===== config.mk =====
export PLATFORM = sky130hd
export DESIGN_NAME = uart_rx_flat
export DESIGN_NICKNAME = d
export VERILOG_FILES = /design/src/rtl/uart_rx_if.sv /design/src/rtl/uart_rx.sv /design/src/flat_wrapper.sv
export SDC_FILE = /design/constraint.sdc
export NUM_CORES = 1
export LEC_CHECK = 0
export CAP_MARGIN = 20
export CORE_MARGIN = 2
export CORE_UTILIZATION = 30
export CTS_BUF_LIST = sky130_fd_sc_hd__clkbuf_16
export DETAILED_ROUTE_END_ITERATION = 10
export HOLD_SLACK_MARGIN = 0.06
export SYNTH_ARGS = -nofsm -noshare
export SYNTH_HDL_FRONTEND = slang
export SYNTH_SLANG_ARGS = --single-unit

===== constraint.sdc =====
create_clock -name sys_clk_i -period 4.83 [get_ports sys_clk_i]
set_clock_uncertainty 0.05 [all_clocks]
set_input_delay 0.483 -clock sys_clk_i [delete_from_list [all_inputs] [get_ports sys_clk_i]]
set_output_delay 0.483 -clock sys_clk_i [all_outputs]
set_load 0.02 [all_outputs]

===== src/rtl/uart_rx_if.sv =====
// Core-side bundle of the UART receiver: pop/clear strobes in, FIFO head byte and status out.
interface uart_rx_if;
    logic       uart_rd_i;
    logic       uart_clr_i;
    logic [7:0] uart_dat_o;
    logic       uart_empty_o;
    logic       uart_full_o;
    logic       uart_ovr_o;
    logic       uart_ferr_o;

    modport slave (
        input  uart_rd_i,
        input  uart_clr_i,
        output uart_dat_o,
        output uart_empty_o,
        output uart_full_o,
        output uart_ovr_o,
        output uart_ferr_o
    );

    modport master (
        output uart_rd_i,
        output uart_clr_i,
        input  uart_dat_o,
        input  uart_empty_o,
        input  uart_full_o,
        input  uart_ovr_o,
        input  uart_ferr_o
    );
endinterface


===== src/rtl/uart_rx.sv =====
// 8N1 serial receiver: mid-bit sampling FSM feeding a first-word fall-through byte FIFO,
// with sticky overrun and framing-error flags.
module uart_rx #(
    parameter int unsigned CLK_FREQ   = 100_000_000,
    parameter int unsigned BAUD       = 115200,
    parameter int unsigned FIFO_DEPTH = 4
) (
    input  logic     sys_clk_i,
    input  logic     sys_rstn_i,
    input  logic     uart_rx_i,
    uart_rx_if.slave bus
);

    localparam int unsigned CLKS_PER_BIT = CLK_FREQ / BAUD;
    localparam int unsigned HALF_BIT     = CLKS_PER_BIT / 2;
    localparam int unsigned CW           = $clog2(CLKS_PER_BIT);
    localparam int unsigned AW           = $clog2(FIFO_DEPTH);
    localparam int unsigned PW           = AW + 1;

    typedef enum logic [2:0] {
        S_IDLE,
        S_START,
        S_DATA,
        S_STOP,
        S_BREAK
    } state_e;

    logic          sync1_q, rxs_q;
    state_e        state_q, state_d;
    logic [CW-1:0] cnt_q, cnt_d;
    logic [2:0]    idx_q, idx_d;
    logic [7:0]    shreg_q, shreg_d;
    logic          push_c, ferr_set_c;

    logic [7:0]    mem_q [FIFO_DEPTH];
    logic [7:0]    mem_d [FIFO_DEPTH];
    logic [PW-1:0] wr_ptr_q, wr_ptr_d, rd_ptr_q, rd_ptr_d;
    logic          empty_q, empty_d, full_q, full_d;
    logic          ovr_q, ovr_d, ferr_q, ferr_d;
    logic          pop_c, wr_en_c, ovr_set_c;

    // Two-flop synchronizer; the line idles high, so reset to 1
    always_ff @(posedge sys_clk_i or negedge sys_rstn_i) begin
        if (!sys_rstn_i) begin
            sync1_q <= 1'b1;
            rxs_q   <= 1'b1;
        end else begin
            sync1_q <= uart_rx_i;
            rxs_q   <= sync1_q;
        end
    end

    always_ff @(posedge sys_clk_i or negedge sys_rstn_i) begin
        if (!sys_rstn_i) begin
            state_q <= S_IDLE;
            cnt_q   <= '0;
            idx_q   <= '0;
            shreg_q <= '0;
        end else begin
            state_q <= state_d;
            cnt_q   <= cnt_d;
            idx_q   <= idx_d;
            shreg_q <= shreg_d;
        end
    end

    // Frame FSM; cnt restarts from zero on every state change
    always_comb begin
        state_d    = state_q;
        cnt_d      = cnt_q + CW'(1);
        idx_d      = idx_q;
        shreg_d    = shreg_q;
        push_c     = 1'b0;
        ferr_set_c = 1'b0;
        case (state_q)
            S_IDLE: begin
                cnt_d = '0;
                if (!rxs_q) state_d = S_START;
            end
            S_START: begin
                if (cnt_q == CW'(HALF_BIT - 1)) begin
                    cnt_d = '0;
                    if (!rxs_q) begin
                        state_d = S_DATA;
                        idx_d   = '0;
                    end else begin
                        state_d = S_IDLE;
                    end
                end
            end
            S_DATA: begin
                if (cnt_q == CW'(CLKS_PER_BIT - 1)) begin
                    cnt_d          = '0;
                    shreg_d[idx_q] = rxs_q;
                    if (idx_q == 3'd7) state_d = S_STOP;
                    else               idx_d   = idx_q + 3'd1;
                end
            end
            S_STOP: begin
                if (cnt_q == CW'(CLKS_PER_BIT - 1)) begin
                    cnt_d = '0;
                    if (rxs_q) begin
                        push_c  = 1'b1;
                        state_d = S_IDLE;
                    end else begin
                        ferr_set_c = 1'b1;
                        state_d    = S_BREAK;
                    end
                end
            end
            S_BREAK: begin
                cnt_d = '0;
                if (rxs_q) state_d = S_IDLE;
            end
            default: begin
                cnt_d   = '0;
                state_d = S_IDLE;
            end
        endcase
    end

    // FIFO control: a pop frees the slot a simultaneous push needs, so full+pop is no overrun
    always_comb begin
        pop_c     = bus.uart_rd_i && !empty_q;
        wr_en_c   = push_c && (!full_q || pop_c);
        ovr_set_c = push_c && full_q && !pop_c;
        mem_d     = mem_q;
        if (wr_en_c) mem_d[wr_ptr_q[AW-1:0]] = shreg_q;
        wr_ptr_d  = wr_ptr_q + PW'(wr_en_c);
        rd_ptr_d  = rd_ptr_q + PW'(pop_c);
        empty_d   = (wr_ptr_d == rd_ptr_d);
        full_d    = (wr_ptr_d[AW-1:0] == rd_ptr_d[AW-1:0]) && (wr_ptr_d[AW] != rd_ptr_d[AW]);
        ovr_d     = ovr_set_c  ? 1'b1 : (bus.uart_clr_i ? 1'b0 : ovr_q);
        ferr_d    = ferr_set_c ? 1'b1 : (bus.uart_clr_i ? 1'b0 : ferr_q);
    end

    always_ff @(posedge sys_clk_i or negedge sys_rstn_i) begin
        if (!sys_rstn_i) begin
            for (int i = 0; i < int'(FIFO_DEPTH); i++) mem_q[i] <= '0;
            wr_ptr_q <= '0;
            rd_ptr_q <= '0;
            empty_q  <= 1'b1;
            full_q   <= 1'b0;
            ovr_q    <= 1'b0;
            ferr_q   <= 1'b0;
        end else begin
            mem_q    <= mem_d;
            wr_ptr_q <= wr_ptr_d;
            rd_ptr_q <= rd_ptr_d;
            empty_q  <= empty_d;
            full_q   <= full_d;
            ovr_q    <= ovr_d;
            ferr_q   <= ferr_d;
        end
    end

    assign bus.uart_dat_o   = mem_q[rd_ptr_q[AW-1:0]];
    assign bus.uart_empty_o = empty_q;
    assign bus.uart_full_o  = full_q;
    assign bus.uart_ovr_o   = ovr_q;
    assign bus.uart_ferr_o  = ferr_q;

endmodule


===== src/flat_wrapper.sv =====
// flat-port wrapper written by rule: the top's interface ports become plain ports
module uart_rx_flat 
#(
    parameter int unsigned CLK_FREQ   = 100_000_000,
    parameter int unsigned BAUD       = 115200,
    parameter int unsigned FIFO_DEPTH = 4
)
  (sys_clk_i, sys_rstn_i, uart_rx_i, bus_uart_rd_i, bus_uart_clr_i, bus_uart_dat_o, bus_uart_empty_o, bus_uart_full_o, bus_uart_ovr_o, bus_uart_ferr_o);
  uart_rx_if bus_i ();
  input  logic sys_clk_i;
  input  logic sys_rstn_i;
  input  logic uart_rx_i;
  input wire logic [$bits(bus_i.uart_rd_i)-1:0] bus_uart_rd_i;
  input wire logic [$bits(bus_i.uart_clr_i)-1:0] bus_uart_clr_i;
  output wire logic [$bits(bus_i.uart_dat_o)-1:0] bus_uart_dat_o;
  output wire logic [$bits(bus_i.uart_empty_o)-1:0] bus_uart_empty_o;
  output wire logic [$bits(bus_i.uart_full_o)-1:0] bus_uart_full_o;
  output wire logic [$bits(bus_i.uart_ovr_o)-1:0] bus_uart_ovr_o;
  output wire logic [$bits(bus_i.uart_ferr_o)-1:0] bus_uart_ferr_o;
  assign bus_i.uart_rd_i = bus_uart_rd_i;
  assign bus_i.uart_clr_i = bus_uart_clr_i;
  assign bus_uart_dat_o = bus_i.uart_dat_o;
  assign bus_uart_empty_o = bus_i.uart_empty_o;
  assign bus_uart_full_o = bus_i.uart_full_o;
  assign bus_uart_ovr_o = bus_i.uart_ovr_o;
  assign bus_uart_ferr_o = bus_i.uart_ferr_o;
  uart_rx #(.CLK_FREQ(CLK_FREQ), .BAUD(BAUD), .FIFO_DEPTH(FIFO_DEPTH)) u_core (.sys_clk_i(sys_clk_i), .sys_rstn_i(sys_rstn_i), .uart_rx_i(uart_rx_i), .bus(bus_i));
endmodule

==> impl_metrics.toml, run 1 <==
[floorplanning]
rows = 37
dieArea_mm2 = 0.0114
die_h_um = 107
start_util_pct = 30.8
coreArea_mm2 = 0.0103
die_w_um = 107
pin_count = 17

[routing]
route.detailed.drc = 0
wl_per_cell_um = 13.8
routed_wl_mm = 5.57
drt_iter0_drc = 44
drtPass1Iterations = 4
ant_nets = 0
vias = 1913
avgViaCountPerCell = 4.76

[timing]
slew_violations = 0
fmax_mhz = 344
maxSlewHeadroom_pct = 33.4
fin_crit_ps = 2910
finalCritPeriodShare_pct = 60.2
tightest_slew_ps = 994
worst_slack_ps = 1920
setup_viol = 0
rsz0062_at_grt = "no"
fin_tns_setup_ps = 0
final-hold-violation-count = 0

[worst_setup_path]
cp_max_fo = 10
end_kind = "flop"
critPathLaunchType = "flop"
slowest_delay_ps = 550
crit_buf_inv = 0
timing.rr.start = "u_core.cnt_q[0]"
critical_path_arrival_ps = 3110
cp_cell_sequence = "ha_1 -> or3b_1 -> or3_1 -> a211oi_1 -> ha_1 -> ha_1 -> xor2_1 -> xnor2_1 -> nor2b_1"
worst-setup-path-type = "flop to flop"
crit_top_cell = "ha_1"
required_ps = 5030
startpoint = "u_core.cnt_q[0]"
crit_slowest_cell = "or3_1"
path_delay_family = "simple AND/OR/NAND/NOR gates"

[power]
seqPwrFrac_pct = 48.5
p_per_area_mw_per_mm2 = 353
combPwrFrac_pct = 8.6
leakage_nw = 1.65
total_power_w = 0.00131
irDropWorstVdd_mv = 0.201
clockPowerShare_pct = 42.9
swShare_pct = 24.2
p_sw_w = 0.000318
cellInternalPower_w = 0.000994

[synthesis]
yosys_warnings = 0
synth_seq_cells = 68
ys_seq_area_share_pct = 53.9
yosysTopAreaCell = "dfrtp_1"
ys_types = 39
netlist_area_mm2 = 0.00316
async_flop_share_pct = 100
syn-num-nets = 255
synth_top_cell_area_share_pct = 51.4
syn_avg_cell_area_um2 = 13.1
synth_cells = 242
synth_enable_flop_cells = 0
synth_area_leaders = "dfrtp_1 (51%), mux2_2 (14%), mux4_2 (5.7%)"
synthFlopType = "dfrtp_1"
synth.top_cells.by_count = "dfrtp_1 (65), mux2_2 (40), nor2_1 (20), inv_1 (10), xnor2_1 (10)"
yosysMostFrequentCell = "dfrtp_1"

[flow_run]
cap_violations = 0

[final_layout]
nFillCells = 1015
diodes = 0
design_area_mm2 = 0.00372
drive_gt1_share_pct = 25.6
nets = 274
stdcell_count = 402
area_growth_pct = 17.6

[placed_design]
routabilityCongestion = 0.736
port_buffers = 16
dp_hpwl_mm = 3.71
post-place-cells = 386
postPlaceCellArea_mm2 = 0.00346
pre_cts_slack_ps = 1890

[global_routing]
antenna_found_initial = 0
grt_pass1_vias = 1955
grt_max_degree = 69
grt_first_pass_wirelength_mm = 9.70
grt_overflow = 0
grt_usage_pct = 11.0

[hold_path]
worstHoldStart = "u_core.sync1_q"
hp-class = "flop to flop"

[clock_network]
cts_tree = "yes"
clk_path_buf_depth = 2
root_buffer = "clkbuf_16"
clock_latency_ps = 320
cts_setup_buffers = 0
cts_sinks = 68
htreeDepth = 3
path_clk_slew_ps = 50
numCtsBuffers = 9
cts_hold_buf = 0
cts_resized = 0

[run_status]
status = "completed"
[area by class of cell]
class	count	area [µm²]	area share, %
Timing Repair Buffer	17	163	4.37
Tap cell	136	170	4.57
Sequential cell	68	1710	45.8
Clock inverter	7	35.0	0.942
Clock buffer	9	225	6.05
Inverter	10	37.5	1.01
Multi-Input combinational cell	155	1380	37.2
[final timing paths]
path	endpoint	slack [ps]	cells after the start
worst max-delay path	u_core.bus.uart_full_o	1920	9
worst min-delay path	u_core.rxs_q	300	0
worst max register to register	u_core.bus.uart_full_o	1920	9
worst min register to register	u_core.rxs_q	300	0
max in group asynchronous	u_core.mem_q[23]	3880	2
min in group asynchronous	u_core.mem_q[17]	310	2
[registers in the layout, summed over array words and instances, names as in the netlist]
signal / flops
u_core.bus.uart_full_o: 1
u_core.state_q: 3
u_core.shreg_q: 8
u_core.rxs_q: 1
u_core.idx_q: 3
u_core.bus.uart_empty_o: 1
u_core.sync1_q: 1
u_core.wr_ptr_q: 3
u_core.rd_ptr_q: 3
u_core.bus.uart_ferr_o: 1
u_core.mem_q: 32
u_core.bus.uart_ovr_o: 1
u_core.cnt_q: 10
[kinds of logic after synthesis]
kind of cell	count (synthesis)	synth area share [%]
flip-flops	68	53.9
AND/OR/NAND/NOR	71	12.9
multiplexers	49	20.3
buffers and inverters	19	2.30
AO/OA/AOI/OAI	14	3.84
adder cells (fa/ha/maj)	8	3.17
XOR/XNOR	13	3.60
[through the flow]
step / utilization, % / hold slack, ps
floorplan: - / 137
global placement: 33.7 / 298
detailed placement: 33.7 / 297
CTS: 36.2 / 305
global route: 36.2 / 314
finish: 36.2 / 304
[per-layer routing]
metal	share of wire, %	global-route usage (%)	vias to the layer above	routed length, µm
met5	0	0	-	0
met1	48	14.2	968	2660
met2	47	17.3	24	2600
met4	1.5	4.45	0	86
li1	-	-	915	-
met3	3.8	3.28	6	214
[power groups by stage]
stage	logic [W]	clock network, W	registers [W]
2_1_floorplan	0.000106	0	0.000615
3_3_place_gp	0.000113	0	0.000650
3_5_place_dp	0.000113	0	0.000648
4_1_cts	0.000115	0.000582	0.000639
5_1_grt	0.000125	0.000609	0.000643
6_report	0.000112	0.000563	0.000637
[cells in the final DEF, fill, tap and decap left out, types with 2 or more instances in the layout]
| master | netlist | routed |
|---|---|---|
| dfstp_2 | 3 | 3 |
| xnor2_1 | 10 | 10 |
| mux4_2 | 8 | 8 |
| inv_1 | 10 | 11 |
| xor2_1 | 3 | 3 |
| nor2_1 | 20 | 20 |
| o21ai_0 | 3 | 3 |
| nand2_1 | 7 | 7 |
| mux2_2 | 40 | 40 |
| a21oi_1 | 2 | 2 |
| or3_1 | 2 | 2 |
| and2_1 | 3 | 3 |
| nor3b_1 | 3 | 3 |
| clkdlybuf4s50_1 | 0 | 15 |
| clkinvlp_4 | 0 | 2 |
| ha_1 | 8 | 8 |
| clkbuf_16 | 0 | 9 |
| nor2b_1 | 2 | 2 |
| clkinv_1 | 0 | 3 |
| or3b_1 | 2 | 2 |
| nand4b_1 | 5 | 5 |
| nand2b_1 | 2 | 2 |
| nor4_1 | 2 | 2 |
| nor3_1 | 4 | 4 |
| nand3_1 | 8 | 8 |
| and3_1 | 2 | 2 |
| a221o_1 | 3 | 3 |
| nand4_1 | 5 | 5 |
| dfrtp_1 | 65 | 65 |
No activity file was read; power rests on OpenSTA's default activity.
==> run 2, diff against run 1 <==
Clock period 4.83 ns to 2.7 ns, I/O delays scaled along.
==> impl_metrics.toml, run 2 (synthesized netlist as in run 1, its figures left out) <==
[worst_setup_path]
cp_max_fo = 5
end_kind = "flop"
crit_top_cell = "ha_1"
required_ps = 2910
worst-setup-path-type = "flop to flop"
cp_cell_sequence = "ha_1 -> or3b_4 -> or3_1 -> a211oi_2 -> ha_1 -> ha_1 -> xor2_2 -> xnor2_1 -> nor2b_1"
critical_path_arrival_ps = 2740
critPathLaunchType = "flop"
slowest_delay_ps = 420
crit_slowest_cell = "or3_1"

[clock_network]
cts_sinks = 68
cts_tree = "yes"
htreeDepth = 3
clk_path_buf_depth = 2
cts_setup_buffers = 0
root_buffer = "clkbuf_16"
numCtsBuffers = 9
clock_latency_ps = 320
path_clk_slew_ps = 60

[global_routing]
grt_pass1_vias = 2053
grt-busiest-layer = "met2"
antenna_found_initial = 0
met1_usage_pct = 15.0
grtUsageMet2_pct = 18.8
grt_max_degree = 32
grt_usage_pct = 11.7
use_met3_pct = 3.28
grt_first_pass_wirelength_mm = 10.3
grt_overflow = 0

[flow_run]
cap_violations = 0

[routing]
routed_wl_mm = 5.93
wl_per_cell_um = 14.4
vias = 1934
avgViaCountPerCell = 4.68
drt_iter0_drc = 79
ant_nets = 0
drtPass1Iterations = 4
route.detailed.drc = 0

[final_layout]
layout_commonest_cell = "dfrtp_1"
post-route-util_pct = 38.0
top_regs = "u_core.mem_q (32), u_core.cnt_q (10), u_core.shreg_q (8)"
drive_gt1_share_pct = 30.7
largest_register_ff_count = 32
nets = 285
area_growth_pct = 23.4
nFillCells = 1005
diodes = 0
mostFrequentLayoutCells = "dfrtp_1 (64), mux2_2 (40), nor2_1 (20), clkdlybuf4s50_1 (15)"
top_register = "u_core.mem_q"

[timing]
setup_viol = 0
maxSlewHeadroom_pct = 54.2
fmax_mhz = 395
slew_violations = 0
final-hold-violation-count = 0
fin_crit_ps = 2530
fin_tns_setup_ps = 0
tightest_slew_ps = 687
finalCritPeriodShare_pct = 93.8

[floorplanning]
die_w_um = 107
dieArea_mm2 = 0.0114
pin_count = 17
start_util_pct = 30.8
die_h_um = 107
coreArea_mm2 = 0.0103
rows = 37

[run_status]
status = "completed"

[placed_design]
routabilityCongestion = 0.760
port_buffers = 16
dp_hpwl_mm = 4.00

[power]
p_per_area_mw_per_mm2 = 685
irDropWorstVdd_mv = 0.322
leakage_nw = 1.75

[hold_path]
hp-class = "flop to flop"
-- run 2: cell types whose count changed in the layout (fill, tap and decap cells not counted), moves of 2 or more --
cell        before  now
clkinv_4         0    2
bufinv_16        0    3
clkinvlp_4       2    0
clkinv_1         3    0
buf_4            1   11
-- run 2: final cells by class --
type / instances / area (µm²) / share of cell area [%]
clock buffers: 9 / 225 / 5.77
clock inverters: 7 / 116 / 2.98
inverters: 10 / 37.5 / 0.962
multi-input cells: 155 / 1400 / 35.8
flip-flops and latches: 68 / 1710 / 43.7
well taps: 136 / 170 / 4.36
repair buffers: 28 / 248 / 6.35
-- run 2: repair_timing --
item / in CTS / in global routing
gates resized for setup: 0 / 4
hold buffers: 1 / 0
setup endpoints to repair: 0 / 2
endpoints found under the hold margin: 28 / 0
-- run 2: per-layer routing --
metal,up-vias,wire (µm)
li1,935,-
met1,972,2780
met2,21,2890
met3,6,175
met4,0,91
met5,-,0
-- run 2: where the power goes --
part / total, W / switching, W / internal, W
Sequential: 0.00114 / 0.0000838 / 0.00106
Combinational: 0.000207 / 0.0000886 / 0.000118
Clock: 0.00133 / 0.000427 / 0.000899
-- run 2: final timing paths --
| kind | startpoint | end | slack [ps] | cells after the start |
|---|---|---|---|---|
| min in group asynchronous | sys_rstn_i | u_core.rd_ptr_q[1] | 480 | 2 |
| worst min register to register | u_core.sync1_q | u_core.rxs_q | 310 | 0 |
| max in group asynchronous | sys_rstn_i | u_core.sync1_q | 1350 | 3 |
| worst min-delay path | u_core.sync1_q | u_core.rxs_q | 310 | 0 |
| worst max-delay path | u_core.cnt_q[0] | u_core.bus.uart_full_o | 170 | 9 |
| worst max register to register | u_core.cnt_q[0] | u_core.bus.uart_full_o | 170 | 9 |
-- run 2: per-stage QoR --
stage               instance area (µm²)  power, W  worst slack (ps)  instances  hold WS, ps
finish                             3900   0.00267               168        413          311
global route                       3900   0.00279             -26.9        413          302
CTS                                3890   0.00272              59.6        413          309
detailed placement                 3530   0.00137              34.7        396          303
global placement                   3530   0.00137               141        396          293
floorplan                          3160   0.00129              8.61        242        -75.6
-- run 2: critical path, delay by kind of cell (launching register included) --
family                   cells  cell delay (ps)
AO/OA/AOI/OAI                1              210
flip-flops                   1              390
adder cells (fa/ha/maj)      3              520
XOR/XNOR                     2              320
AND/OR/NAND/NOR              3              960
==> variant 1, RTL diff (config.mk and constraints of run 2) <==
`CLK_FREQ` is set to 100_000_000 in 2 places; all go to 200_000_000.
--- a/src/rtl/uart_rx.sv
+++ b/src/rtl/uart_rx.sv
@@ -3,3 +3,3 @@
 module uart_rx #(
-    parameter int unsigned CLK_FREQ   = 100_000_000,
+    parameter int unsigned CLK_FREQ   = 200_000_000,
     parameter int unsigned BAUD       = 115200,
--- a/src/flat_wrapper.sv
+++ b/src/flat_wrapper.sv
@@ -3,3 +3,3 @@
 #(
-    parameter int unsigned CLK_FREQ   = 100_000_000,
+    parameter int unsigned CLK_FREQ   = 200_000_000,
     parameter int unsigned BAUD       = 115200,
Function: no difference found for any inputs over 10 cycles, from zero or initial values and one cycle with sys_rstn_i low; that may be too few to reach the edited logic, so the function may still have changed.
==> variant 1 against run 2 <==
Sequential cell count rose by 1; worst setup slack improved by 0.046 ns; core utilization fell by 0.29 points; wire length fell by 2.5%; total power fell by 1.1%; area after synthesis rose by 1.8%; design area rose by 0.13%; critical endpoint is now bus_uart_dat_o[4]; largest cell class unchanged.
==> variant 1: results (changes against run 2) <==
Pwr
  • Leak: 1.77 nW (+1.3%)

STA
  • Worst rel slew slack: 53.7% (-0.50 points)
  • WHS: 0.300 ns (-0.0116 ns)

Outcome
  • Run status: finished clean

Logic synthesis
  • Sequential fraction of the synthesis area: 53.8% (-0.19 points)
  • Net count after synthesis: 250 (-2.0%)
  • Synth top area cells: dfrtp_1, mux2_2, mux4_2
  • Cells after Synth: 238 (-1.7%)
  • Post-synth top cells: dfrtp_1, mux2_2, nor2_1, xor2_1
  • Number of distinct library cells after synthesis: 44 (+13%)

Min path
  • Worst Hold Endpoint: u_core.sync1_q$_DFF_PN1_
  • Hold Startpoint: uart_rx_i
  • HP Class: in -> reg

Placed design
  • Placed wire-length estimate: 4010 microns (+0.39%)

Global routing
  • Vias in the first global route: 2072 (+0.93%)
  • First-pass GRT wire length: 10300 microns (-0.14%)
  • Met2 Use GR: 18.1% (-0.73 points)
  • Grt met3 use: 4.18% (+0.89 points)

Worst setup path
  • Arr. time, crit path: 2.17 ns (-0.57 ns)
  • Worst r2r path cells: 5 (-4)
  • Reg2Reg Setup Slack: 0.29 ns (+0.12 ns)
  • RR Startpoint: u_core.cnt_q[4]$_DFF_PN0_
  • CP max FO: 9 (+4)

Cells and area
  • Share of post-route cells with drive strength above 1: 33.0% (+2.3 points)
  • Layout Cells excl Fill: 406 (-1.7%)
  • Biggest regs: u_core.mem_q x32, u_core.cnt_q x11, u_core.shreg_q x8

Routing
  • Via/cell ratio: 4.76 (+1.6%)
  • Initial DRC Count: 103 (+30%)
  • Drt total wl: 5780 microns (-2.5%)
-- variant 1: through the flow --
step / setup slack, ns / instance area (sq um)
global route: 0.0918 / 3910
detailed placement: 0.236 / 3560
CTS: 0.177 / 3900
floorplan: 0.379 / 3220
finish: 0.214 / 3910
global placement: 0.303 / 3560
-- variant 1: kinds of logic (layout without fill, tap and decap cells) --
logic type               count (synthesis)  after routing  synth area share, %
XOR/XNOR                                14             14                 3.81
AO/OA/AOI/OAI                           12             12                 2.53
AND/OR/NAND/NOR                         73             73                 15.0
buffers and inverters                   14             46                 2.25
flip-flops                              69             69                 53.8
adder cells (fa/ha/maj)                  7              7                 2.72
multiplexers                            49             49                 19.9
-- variant 1: how the worst max path moves through the flow --
| stage | from | endpoint | slack, ns |
|---|---|---|---|
| final | u_core.rd_ptr_q[0]$_DFF_PN0_ | bus_uart_dat_o[4] | 0.21 |
| after global placement | u_core.cnt_q[3]$_DFF_PN0_ | u_core.bus.uart_full_o$_DFF_PN0_ | 0.30 |
| after CTS | u_core.rd_ptr_q[0]$_DFF_PN0_ | bus_uart_dat_o[4] | 0.18 |
| after global routing | u_core.rd_ptr_q[0]$_DFF_PN0_ | bus_uart_dat_o[4] | 0.09 |
| after floorplan | u_core.cnt_q[3]$_DFF_PN0_ | u_core.bus.uart_full_o$_DFF_PN0_ | 0.38 |
| after detailed placement | u_core.cnt_q[3]$_DFF_PN0_ | u_core.bus.uart_full_o$_DFF_PN0_ | 0.24 |
-- variant 1: cell type report --
class                      instances  area (sq um)
tap                              136           170
clock buffer                       9           225
fill                            1009          6460
inverter                           5          18.8
multi-input combinational        155          1420
sequential                        69          1730
timing repair buffer              25           238
clock inverter                     7           104
-- variant 1: layer usage --
layer  up-vias  share of wire, %
met5         -                 0
met4         0              0.69
met3         2               3.2
met2        21                48
met1       972                48
li1        937                 -
-- variant 1: timing repair --
action	4_1_cts	5_1_grt
resized for setup	0	1
endpoints found under the setup margin	0	1
hold buffers	1	0
endpoints found under the hold margin	26	0
-- variant 1: power by group --
part	leakage (nW)	internal [mW]	switching [mW]	total (mW)
Sequential	0.926	1.07	0.0741	1.15
Clock	0.161	0.821	0.465	1.29
Combinational	0.685	0.123	0.0908	0.214
-- variant 1: critical path, stage by stage (launching register included) --
cell	delay, ns
dfrtp_1	0.69
mux4_2	0.60
clkdlybuf4s50_1	0.55
==> variant 2, RTL diff (flow settings as in run 2) <==
Without the edit above. Take the reset off `shreg_q` and load it in a clocked block of its own.
--- a/src/rtl/uart_rx.sv
+++ b/src/rtl/uart_rx.sv
@@ -57,3 +57,2 @@
             idx_q   <= '0;
-            shreg_q <= '0;
         end else begin
@@ -62,4 +61,7 @@
             idx_q   <= idx_d;
-            shreg_q <= shreg_d;
         end
+    end
+
+    always_ff @(posedge sys_clk_i) begin
+        shreg_q <= shreg_d;
     end
Function: same outputs for any inputs over 10 cycles, from zero or initial values and one cycle with sys_rstn_i low; that may be too few to reach the edited logic, so the function may still have changed.
==> variant 2 against run 2 <==
Wire length fell by 3.2%; worst setup slack improved by 0.013 ns; design area fell by 0.19%; largest power group unchanged; critical path type unchanged; cell count fell by 1.5%; sequential cell count did not move; clock power fell by 11%; area after synthesis rose by 0.79%; synthesized cell count fell by 3.7%; total power fell by 3.8%; critical path depth rose by 1.
==> variant 2: results (changes against run 2) <==
Pwr
  • Leak: 1.70 nW (-3.0%)
  • Combinational power: 0.261 mW (+26%)
  • Switching share of total power: 22.4% (-0.057 points)
  • Peak supply drop: 0.000318 V (-1.2%)

Worst setup path
  • RR Startpoint: u_core.cnt_q[1]$_DFF_PN0_
  • Slowest cell on the critical path: or4bb_4
  • CP max FO: 4 (-1)
  • Worst r2r path cells: 10 (+1)
  • Arr. time, crit path: 2.71 ns (-0.03 ns)

Logic synthesis
  • Synth Area in XOR/XNOR: 3.57% (-0.028 points)
  • Cells after Synth: 233 (-3.7%)
  • Synth top area cells: dfrtp_1, mux2_2, edfxtp_1
  • Synth Area in Compound Gates: 3.77% (-0.069 points)
  • Adder-cell share of the synthesized area: 3.14% (-0.025 points)
  • Sequential fraction of the synthesis area: 54.8% (+0.83 points)
  • Net count after synthesis: 246 (-3.5%)
  • Post-synth top cells: dfrtp_1, mux2_2, nor2_1, nand2_1, inv_1
  • Ys async rst share: 88.2% (-12 points)
  • Post-synth EDFFs: 8 (+8)

Cells and area
  • Buffering overhead: 6.30% (-0.052 points)
  • Clock-cell share: 7.90% (-0.85 points)
  • Synth-to-layout area growth: 22.2%
  • Share of post-route cells with drive strength above 1: 29.9% (-0.80 points)
  • Num sequential: 68 (unchanged)
  • Fill count: 992 (-1.3%)
  • Layout net count: 279 (-2.1%)
  • Fraction of area in multi-input gates: 35.7% (-0.19 points)
  • Layout Cells excl Fill: 407 (-1.5%)

Global routing
  • Vias in the first global route: 1980 (-3.6%)
  • Met1 GRT Util: 14.6% (-0.40 points)
  • Largest net degree at the start of global routing: 61 (+91%)
  • Gr usage total: 11.1% (-0.67 points)
  • Met2 Use GR: 17.5% (-1.3 points)
  • Grt met3 use: 3.59% (+0.30 points)
  • First-pass GRT wire length: 9830 microns (-4.7%)

Routing
  • Via/cell ratio: 4.65 (-0.68%)
  • Met2 Wirelength: 2710 microns (-6.2%)
  • WL met3: 230 microns (+31%)
  • Drt wl/cell: 14.1 microns (-1.8%)
  • Initial DRC Count: 51 (-35%)

Placed design
  • Placed cells: 389 (-1.8%)
  • Placed wire-length estimate: 3870 microns (-3.1%)
  • Post-DP Area: 3560 sq um (+0.74%)
  • Place WS: 0.0849 ns (+0.0501 ns)
  • GPL Wtd Cong: 0.828 (+8.9%)

Outcome
  • Run status: finished clean

STA
  • Worst Tran Pin Value: 0.595 ns (-0.0920 ns)
  • F_max: 397 MHz (+0.53%)
  • WHS: 0.304 ns (-0.00786 ns)

Min path
  • Hold Startpoint: uart_rx_i
  • WHS Path Cells: 1 (+1)
  • HP Class: in -> reg
variant 2: changes by cell type in the layout (fill, tap and decap cells not counted), sizes merged, moves of 3 or more:
cell           run 2  this run
nor2              20        23
nand2              7        13
dfrtp             65        57
mux2              40        33
edfxtp             0         8
nand3              8         5
nand4b             5         0
a221o              3         0
variant 2: metrics by stage:
step / power [mW] / setup TNS [ns]
final: 2.57 / 0
after global placement: 1.40 / 0
after detailed placement: 1.41 / 0
after global routing: 2.69 / -0.00655
after CTS: 2.62 / 0
after floorplan: 1.30 / 0
variant 2: timing repair:
item,CTS,global route
resized for setup,0,2
hold endpoints to repair,57,0
hold buffers,1,0
buffers inserted,0,1
setup endpoints to repair,0,2
variant 2: cell families (layout without fill, tap and decap cells):
family                     after synthesis  count (layout)
AOI/OAI and AO/OA                       16              16
adders and majority gates                8               8
xor gates and xnor gates                13              13
buffers and inverters                   14              52
and+or+nand+nor                         71              71
muxes                                   43              43
DFF                                     68              68
